**src/rtl/altair_bus_pkg.sv**
```systemverilog
// ---------------------------------------------------------------------------
// altair_bus_pkg
// Shared definitions for the memory bus arbiter slice:
//   - bus_state_t : access sequencer states (ARB -> ACCESS -> RESP)
//   - OWNER_CPU / OWNER_DMA : owner encoding, also used as the master index
//     (master 0 = i8080 core, master 1 = DMA/loader)
//   - NUM_MASTERS : number of masters sharing the slave
// ---------------------------------------------------------------------------
package altair_bus_pkg;

    typedef enum logic [1:0] {
        ST_ARB    = 2'd0,
        ST_ACCESS = 2'd1,
        ST_RESP   = 2'd2
    } bus_state_t;

    localparam logic OWNER_CPU = 1'b0;
    localparam logic OWNER_DMA = 1'b1;

    localparam int NUM_MASTERS = 2;

    // Opposite owner, used for the plain round-robin hand-over.
    function automatic logic other_owner(input logic cur);
        return ~cur;
    endfunction

endpackage

```
**src/rtl/rr_arb2.sv**
```systemverilog
// ---------------------------------------------------------------------------
// rr_arb2
// Two-way round-robin arbiter between the CPU (owner 0) and DMA (owner 1)
// with a DMA lock that allows a bounded run of back-to-back DMA grants.
//
// Ports:
//   clk          in   system clock
//   reset_n      in   asynchronous active-low reset
//   arb_en       in   arbitration window (sequencer is in ARB)
//   cpu_req      in   CPU request
//   dma_req      in   DMA request
//   dma_lock     in   DMA lock, sampled at the grant
//   grant_valid  out  a grant is issued this cycle (combinational)
//   grant_owner  out  owner being granted this cycle (combinational)
//   owner        out  registered owner of the current/last access
// ---------------------------------------------------------------------------
module rr_arb2
    import altair_bus_pkg::*;
#(
    parameter int MAX_BURST = 8
) (
    input  logic clk,
    input  logic reset_n,
    input  logic arb_en,
    input  logic cpu_req,
    input  logic dma_req,
    input  logic dma_lock,
    output logic grant_valid,
    output logic grant_owner,
    output logic owner
);

    localparam int              CW        = $clog2(MAX_BURST + 1);
    localparam logic [CW-1:0]   BURST_MAX = CW'(MAX_BURST);

    logic          owner_reg, owner_next;
    logic [CW-1:0] burst_cnt_reg, burst_cnt_next;
    logic          lock_hold;
    logic          dma_chain;

    // DMA keeps the bus under contention only while it owned the last access,
    // still asserts lock, and has not yet used up its burst allowance.
    assign lock_hold = (owner_reg == OWNER_DMA) && dma_lock && (burst_cnt_reg < BURST_MAX);

    always_comb begin
        grant_valid    = arb_en && (cpu_req || dma_req);
        grant_owner    = OWNER_CPU;
        owner_next     = owner_reg;
        burst_cnt_next = burst_cnt_reg;
        dma_chain      = 1'b0;

        if (cpu_req && dma_req) begin
            grant_owner = lock_hold ? OWNER_DMA : other_owner(owner_reg);
        end else if (dma_req) begin
            grant_owner = OWNER_DMA;
        end else begin
            grant_owner = OWNER_CPU;
        end

        if (grant_valid) begin
            owner_next = grant_owner;
            // A locked DMA grant following a DMA access extends the burst;
            // any other grant starts counting from scratch.
            dma_chain = (grant_owner == OWNER_DMA) && (owner_reg == OWNER_DMA) && dma_lock;
            if (dma_chain) begin
                if (burst_cnt_reg < BURST_MAX) begin
                    burst_cnt_next = burst_cnt_reg + CW'(1);
                end
            end else begin
                burst_cnt_next = '0;
            end
        end
    end

    // Owner resets to DMA so the CPU wins the first contention.
    always_ff @(posedge clk or negedge reset_n) begin
        if (!reset_n) begin
            owner_reg     <= OWNER_DMA;
            burst_cnt_reg <= '0;
        end else begin
            owner_reg     <= owner_next;
            burst_cnt_reg <= burst_cnt_next;
        end
    end

    assign owner = owner_reg;

endmodule

```
**src/rtl/mem_bus_arbiter.sv**
```systemverilog
// ---------------------------------------------------------------------------
// mem_bus_arbiter
// Shares one synchronous single-port memory slave between the i8080 core
// (CPU, master 0) and a DMA/loader master (master 1). Each access runs
// ARB -> ACCESS -> RESP: the grant is taken in ARB, the slave strobe is high
// for the single ACCESS cycle, and the owner's ack pulses in RESP together
// with read data. Request seen in ARB cycle N gives ack in cycle N+2.
//
// Ports:
//   clk, reset_n                     clock, asynchronous active-low reset
//   cpu_req/we/addr/wdata            CPU request, held until cpu_ack
//   cpu_rdata, cpu_ack               CPU read data (valid with ack), ack pulse
//   dma_req/lock/we/addr/wdata       DMA request; lock sampled at grant
//   dma_rdata, dma_ack               DMA read data (valid with ack), ack pulse
//   mem_addr, mem_wdata              registered slave address / write data
//   mem_rd, mem_we                   one-cycle slave read / write strobes
//   mem_rdata                        slave read data, valid cycle after mem_rd
//   owner                            0=CPU, 1=DMA, owner of current/last access
//   busy                             high in ACCESS and RESP
// ---------------------------------------------------------------------------
module mem_bus_arbiter
    import altair_bus_pkg::*;
#(
    parameter int AW        = 16,
    parameter int MAX_BURST = 8
) (
    input  logic          clk,
    input  logic          reset_n,
    input  logic          cpu_req,
    input  logic          cpu_we,
    input  logic [AW-1:0] cpu_addr,
    input  logic [7:0]    cpu_wdata,
    output logic [7:0]    cpu_rdata,
    output logic          cpu_ack,
    input  logic          dma_req,
    input  logic          dma_lock,
    input  logic          dma_we,
    input  logic [AW-1:0] dma_addr,
    input  logic [7:0]    dma_wdata,
    output logic [7:0]    dma_rdata,
    output logic          dma_ack,
    output logic [AW-1:0] mem_addr,
    output logic [7:0]    mem_wdata,
    output logic          mem_rd,
    output logic          mem_we,
    input  logic [7:0]    mem_rdata,
    output logic          owner,
    output logic          busy
);

    bus_state_t state_reg, state_next;

    logic arb_en;
    logic grant_valid;
    logic grant_owner;
    logic owner_cur;

    // Per-master views, indexed by owner encoding.
    logic [NUM_MASTERS-1:0]         we_vec;
    logic [NUM_MASTERS-1:0][AW-1:0] addr_vec;
    logic [NUM_MASTERS-1:0][7:0]    wdata_vec;
    logic [NUM_MASTERS-1:0]         ack_vec;
    logic [NUM_MASTERS-1:0][7:0]    rdata_vec;

    logic [AW-1:0] addr_reg;
    logic [7:0]    wdata_reg;
    logic          we_reg;

    assign we_vec[OWNER_CPU]    = cpu_we;
    assign we_vec[OWNER_DMA]    = dma_we;
    assign addr_vec[OWNER_CPU]  = cpu_addr;
    assign addr_vec[OWNER_DMA]  = dma_addr;
    assign wdata_vec[OWNER_CPU] = cpu_wdata;
    assign wdata_vec[OWNER_DMA] = dma_wdata;

    // -----------------------------------------------------------------------
    // Arbitration
    // -----------------------------------------------------------------------
    assign arb_en = (state_reg == ST_ARB);

    rr_arb2 #(
        .MAX_BURST (MAX_BURST)
    ) u_arb (
        .clk         (clk),
        .reset_n     (reset_n),
        .arb_en      (arb_en),
        .cpu_req     (cpu_req),
        .dma_req     (dma_req),
        .dma_lock    (dma_lock),
        .grant_valid (grant_valid),
        .grant_owner (grant_owner),
        .owner       (owner_cur)
    );

    // -----------------------------------------------------------------------
    // Access sequencer
    // -----------------------------------------------------------------------
    always_ff @(posedge clk or negedge reset_n) begin
        if (!reset_n) begin
            state_reg <= ST_ARB;
        end else begin
            state_reg <= state_next;
        end
    end

    // Strobes decode straight from the state register so an asynchronous
    // reset removes them immediately, without waiting for a clock edge.
    always_comb begin
        state_next = state_reg;
        mem_rd     = 1'b0;
        mem_we     = 1'b0;
        busy       = 1'b0;
        case (state_reg)
            ST_ARB: begin
                if (grant_valid) begin
                    state_next = ST_ACCESS;
                end
            end
            ST_ACCESS: begin
                mem_rd     = ~we_reg;
                mem_we     = we_reg;
                busy       = 1'b1;
                state_next = ST_RESP;
            end
            ST_RESP: begin
                busy       = 1'b1;
                state_next = ST_ARB;
            end
            default: begin
                state_next = ST_ARB;
            end
        endcase
    end

    // -----------------------------------------------------------------------
    // Request capture: the winning master's command is frozen at grant, so a
    // master dropping or changing its request mid-access has no effect.
    // -----------------------------------------------------------------------
    always_ff @(posedge clk or negedge reset_n) begin
        if (!reset_n) begin
            addr_reg  <= '0;
            wdata_reg <= '0;
            we_reg    <= 1'b0;
        end else if (grant_valid) begin
            addr_reg  <= addr_vec[grant_owner];
            wdata_reg <= wdata_vec[grant_owner];
            we_reg    <= we_vec[grant_owner];
        end
    end

    assign mem_addr  = addr_reg;
    assign mem_wdata = wdata_reg;
    assign owner     = owner_cur;

    // -----------------------------------------------------------------------
    // Per-master response path. The slave delivers read data during RESP, so
    // it is forwarded in the ack cycle and captured for holding afterwards.
    // -----------------------------------------------------------------------
    genvar gi;
    generate
        for (gi = 0; gi < NUM_MASTERS; gi++) begin : g_master
            logic       rd_resp;
            logic [7:0] rdata_reg;

            assign ack_vec[gi] = (state_reg == ST_RESP) && (owner_cur == 1'(gi));
            assign rd_resp     = ack_vec[gi] && !we_reg;

            always_ff @(posedge clk or negedge reset_n) begin
                if (!reset_n) begin
                    rdata_reg <= '0;
                end else if (rd_resp) begin
                    rdata_reg <= mem_rdata;
                end
            end

            assign rdata_vec[gi] = rd_resp ? mem_rdata : rdata_reg;
        end
    endgenerate

    assign cpu_ack   = ack_vec[OWNER_CPU];
    assign dma_ack   = ack_vec[OWNER_DMA];
    assign cpu_rdata = rdata_vec[OWNER_CPU];
    assign dma_rdata = rdata_vec[OWNER_DMA];

endmodule

```
**config.mk**
```make
export PLATFORM = sky130hd
export DESIGN_NAME = mem_bus_arbiter
export DESIGN_NICKNAME = d
export VERILOG_FILES = /design/src/rtl/altair_bus_pkg.sv /design/src/rtl/rr_arb2.sv /design/src/rtl/mem_bus_arbiter.sv
export SDC_FILE = /design/constraint.sdc
export NUM_CORES = 1
export LEC_CHECK = 0
export CELL_PAD_IN_SITES_DETAIL_PLACEMENT = 2
export CELL_PAD_IN_SITES_GLOBAL_PLACEMENT = 2
export CORE_MARGIN = 4
export CORE_UTILIZATION = 23
export DETAILED_ROUTE_END_ITERATION = 10
export PLACE_DENSITY = 0.79
export SYNTH_ARGS = -nofsm -noshare
export SYNTH_HDL_FRONTEND = slang
export SYNTH_SLANG_ARGS = --single-unit
```
**constraint.sdc**
```tcl
create_clock -name clk -period 1.7 [get_ports clk]
set_input_delay 0.51 -clock clk [delete_from_list [all_inputs] [get_ports clk]]
set_output_delay 0.51 -clock clk [all_outputs]
set_load 0.05 [all_outputs]
```
==> results <==
- The netlist area before placement is 2510 um2.
- The leakage power is 2.04 nW.
- After synthesis, the netlist uses 31 different library cells.
- The quantity of hold-fixing buffers added after cts is 0.
- The switching power total is 0.00476 W.
- The part of the power in combinational logic is 71.6%.
- The first global-routing pass estimated 16.3 mm of wire.
- The number of flops mapped to enable cells by yosys is 0.
- The total DRC errors in the routed layout is 0.
- The overall global routing resource usage is 16.0%.
- The internal power summed over all cells is 0.00581 W.
- Setup repair after global routing could not meet its margin everywhere.
- The floorplan die height is 113 um.
- Counting instances in the post-synthesis netlist gives the leading cell types as sky130_fd_sc_hd__nand2_1, sky130_fd_sc_hd__dfrtp_1, sky130_fd_sc_hd__o2111ai_1.
- The endpoint arrival time on the critical path is 1790 ps.
- The post-detailed-placement half-perimeter wirelength is 7.52 mm.
- In the post-synthesis netlist, the biggest area contributors are sky130_fd_sc_hd__dfrtp_1, sky130_fd_sc_hd__o211ai_2, sky130_fd_sc_hd__o2111ai_1.
- The via count of the first global-routing pass is 2847.
- The yosys synthesis warning count is 0.
- In the synthesized netlist the async set-or-reset flop fraction comes to 100%.
- Of the total power, the share spent switching nets is 45.0%.
- The flow ran to the end, but the final reports show violations.
- In the routed layout, each cell is associated on average with a via count of 4.85.
- The die footprint is 12700 um2.
- The prevailing post-synth register cell is sky130_fd_sc_hd__dfrtp_1.
- The clock reaches the later pin of the worst-skew pair after 300 ps.
- The required arrival time at the worst endpoint is 1190 ps.
- The start point of the critical path is state_reg[0]$_DFFE_PN0P_.
- The combinational family with the most area after synthesis is compound AO/OA/AOI/OAI gates.
- Per report_power, the sequential group accounts for 20.4% of the total.
- The adder-cell area share of the yosys netlist is 2.49%.
- The area fraction of the dominant cell type after synthesis is 46.8%.
- The die is 113 um wide.
- The final period demand of the worst path is 2300 ps.
- The worst hold slack is 135 ps.
- Summing the areas of all xor and xnor instances in the mapped netlist gives 0% of the synthesized area.
- The element type at the critical path start is a flop.
- TritonCTS built the clock tree.
- The area overhead of the layout relative to synthesis is 87.7%.
- sky130_fd_sc_hd__nand2_1 is the most common cell in the netlist.
- After clock tree synthesis, the clock-pin slew on the worst setup and hold paths is 90 ps.
- The fraction of final layout cells sized beyond drive strength 1 is 41.9%.
- In this run the standard cell core region covers 10500 um2.
- The part of the Yosys area used for sequential elements is 47.9%.
- The clock tree root buffer cell is sky130_fd_sc_hd__clkbuf_8.
- The effective utilization at floorplan is 24.0%.
- The detailed router's first-iteration violation count is 62.
- After detailed routing, the total wire length is 10.0 mm.
- The worst max-slew margin expressed relative to the limit is 71.2%.
- The vias after detailed routing is 2396.
- In this run the core area contains 37 standard-cell rows.
- Of the total power, the clock network draws 8.0%.
- After routing, the total negative slack on setup checks comes to -10190 ps.
- Setup violations remaining at the end of the flow were counted as 22.
- For the pin with the worst max-slew slack, the measured transition is 432 ps.
- The maximum number of pins on one net before global-route repair is 25.
- Max-cap violations in this run came to 0.
- The classification of the worst setup path is reg2out.
- The total count of max-transition violations in the final report is 0.
- The final number of hold-violating endpoints was 0.
- The number of port buffers is 108.
- The maximum count of clock buffers along a single path is 2.
- The number of antenna violations at the first check in global routing was 0.
- In this run the worst hold path is classified as in2async.
- The repair_antennas step left the layout with diodes totalling 0.
- The worst setup slack after placement is -390 ps.
- The final-stage net count is 425.
- In the post-route analysis, the smallest setup slack over all paths is -602 ps.
- The tree built by TritonCTS fans out to 48 sinks.
- The critical-path maximum fanout is 8.
- The checks that failed: setup timing.
- Synthesis produced a netlist with a net count of 291.
- The endpoint kind of the worst setup timing path is an output pin.
- The CTS buffer count is 5.
- The highest clock frequency the design can meet is 434 MHz.
- The antenna violation net count after detailed routing is 0.
- Of the total synthesized cell area, the portion taken by AND, OR, NAND and NOR gates is 12.4%.
- The post-route clock skew is 6.36 ps.
- Summed over all layers, the global routing overflow is 0.
- The congestion estimate from routability-driven global placement came to 0.768.
- The areal power density over the cells is 2240 nW/um2.
- The number of synthesized register bits is 48.
- The cell taking the most area after synthesis is sky130_fd_sc_hd__dfrtp_1.
- In this run the critical register-to-register path is launched from u_arb.owner$_DFFE_PN1P_.
- The area fraction in compound gates after synthesis is 23.4%.
- The maximum ir drop on the vdd rail is 0.981 mV.
- The wire length per cell is 20.3 um.
- Of the available clock period, the critical path in the final layout requires 135%.
- After technology mapping, the gate count stands at 223.
- The number of optimization iterations in the first detailed-route pass is 4.
- The proportion of synthesized area in mux cells is 8.07%.
- A synthesized cell averages 11.3 um2.
- The clock tree synthesis step divided the H-tree into 2 levels.
- The top-level port count is 109.
metrics by stage:
step                instances  power, W  area, um2  utilization, %
global route              494    0.0111       4720            45.1
CTS                       491    0.0106       4660            44.5
global placement          475   0.00902       4380            41.9
detailed placement        475   0.00926       4380            41.9
floorplan                 223   0.00564       2570               -
finish                    494    0.0106       4720            45.1
critical path, stage by stage, from the launching register on:
cell and delay (ps):
sky130_fd_sc_hd__dfrtp_1 410, sky130_fd_sc_hd__inv_2 80, sky130_fd_sc_hd__ha_4 140, sky130_fd_sc_hd__nor3b_4 210, sky130_fd_sc_hd__buf_12 160, sky130_fd_sc_hd__mux2_4 330, sky130_fd_sc_hd__buf_12 150
worst paths after layout:
path | endpoint | slack (ps) | depth (start not counted)
max in group asynchronous | mem_wdata[4]$_DFFE_PN0P_ | 1050 | 2
worst min register to register | g_master[1].rdata_reg[6]$_DFF_PN0_ | 530 | 1
worst min-delay path | state_reg[0]$_DFFE_PN0P_ | 130 | 1
worst max-delay path | cpu_rdata[6] | -600 | 6
worst max register to register | mem_wdata[3]$_DFFE_PN0P_ | 80 | 6
min in group clk | g_master[1].rdata_reg[6]$_DFF_PN0_ | 530 | 1
power groups by stage:
| stage | registers (W) | logic (W) | clock network [W] |
|---|---|---|---|
| after global placement | 0.00216 | 0.00686 | 0 |
| after detailed placement | 0.00219 | 0.00707 | 0 |
| final | 0.00216 | 0.00757 | 0.000850 |
| after global routing | 0.00224 | 0.00793 | 0.000947 |
| after floorplan | 0.00298 | 0.00267 | 0 |
| after CTS | 0.00217 | 0.00750 | 0.000890 |
cell usage in the layout, fill, tap and decap left out, types with 2 or more instances in the layout:
cell type	Yosys	final
sky130_fd_sc_hd__buf_4	0	31
sky130_fd_sc_hd__mux2_4	0	16
sky130_fd_sc_hd__nand2_1	52	52
sky130_fd_sc_hd__nor3b_1	2	2
sky130_fd_sc_hd__a22o_1	3	3
sky130_fd_sc_hd__nor2b_4	0	2
sky130_fd_sc_hd__buf_8	0	2
sky130_fd_sc_hd__buf_12	2	50
sky130_fd_sc_hd__o2111ai_1	25	25
sky130_fd_sc_hd__o211ai_2	20	20
sky130_fd_sc_hd__buf_6	3	3
sky130_fd_sc_hd__ha_4	0	3
sky130_fd_sc_hd__clkbuf_8	0	5
sky130_fd_sc_hd__dfrtp_1	47	47
sky130_fd_sc_hd__and2_4	0	2
sky130_fd_sc_hd__clkdlybuf4s50_1	0	59
sky130_fd_sc_hd__ha_1	5	2
sky130_fd_sc_hd__o21ai_0	3	3
sky130_fd_sc_hd__mux2_2	18	2
sky130_fd_sc_hd__o211ai_1	5	5
sky130_fd_sc_hd__o21a_4	0	2
kinds of logic (layout without fill, tap and decap cells):
| group | after synthesis | count (layout) |
|---|---|---|
| adders and majority gates | 5 | 5 |
| DFF | 48 | 48 |
| AOI/OAI and AO/OA | 61 | 61 |
| muxes | 18 | 18 |
| and+or+nand+nor | 68 | 68 |
| buffers and inverters | 23 | 158 |
area by class of cell:
class / instances / area, um2
flip-flops and latches: 48 / 1200
clock buffers: 5 / 68.8
clock inverters: 3 / 42.5
multi-input cells: 152 / 1300
fillers: 1057 / 5750
well taps: 136 / 170
inverters: 2 / 15.0
repair buffers: 148 / 1910
per-layer routing:
| metal | part of all wire [%] | track usage [%] | vias to the layer above |
|---|---|---|---|
| met4 | 0.84 | 2.88 | 0 |
| met5 | 0 | 0 | - |
| met1 | 40 | 19.2 | 1226 |
| li1 | - | - | 1085 |
| met2 | 54 | 29.5 | 77 |
| met3 | 4.6 | 3.45 | 8 |
timing repair:
action                     in CTS  in global routing
resized for setup              25                 12
buffers inserted               10                  5
pin swaps                       2                  1
setup endpoints to repair      50                 33
Power figures use the tool's default switching activity.
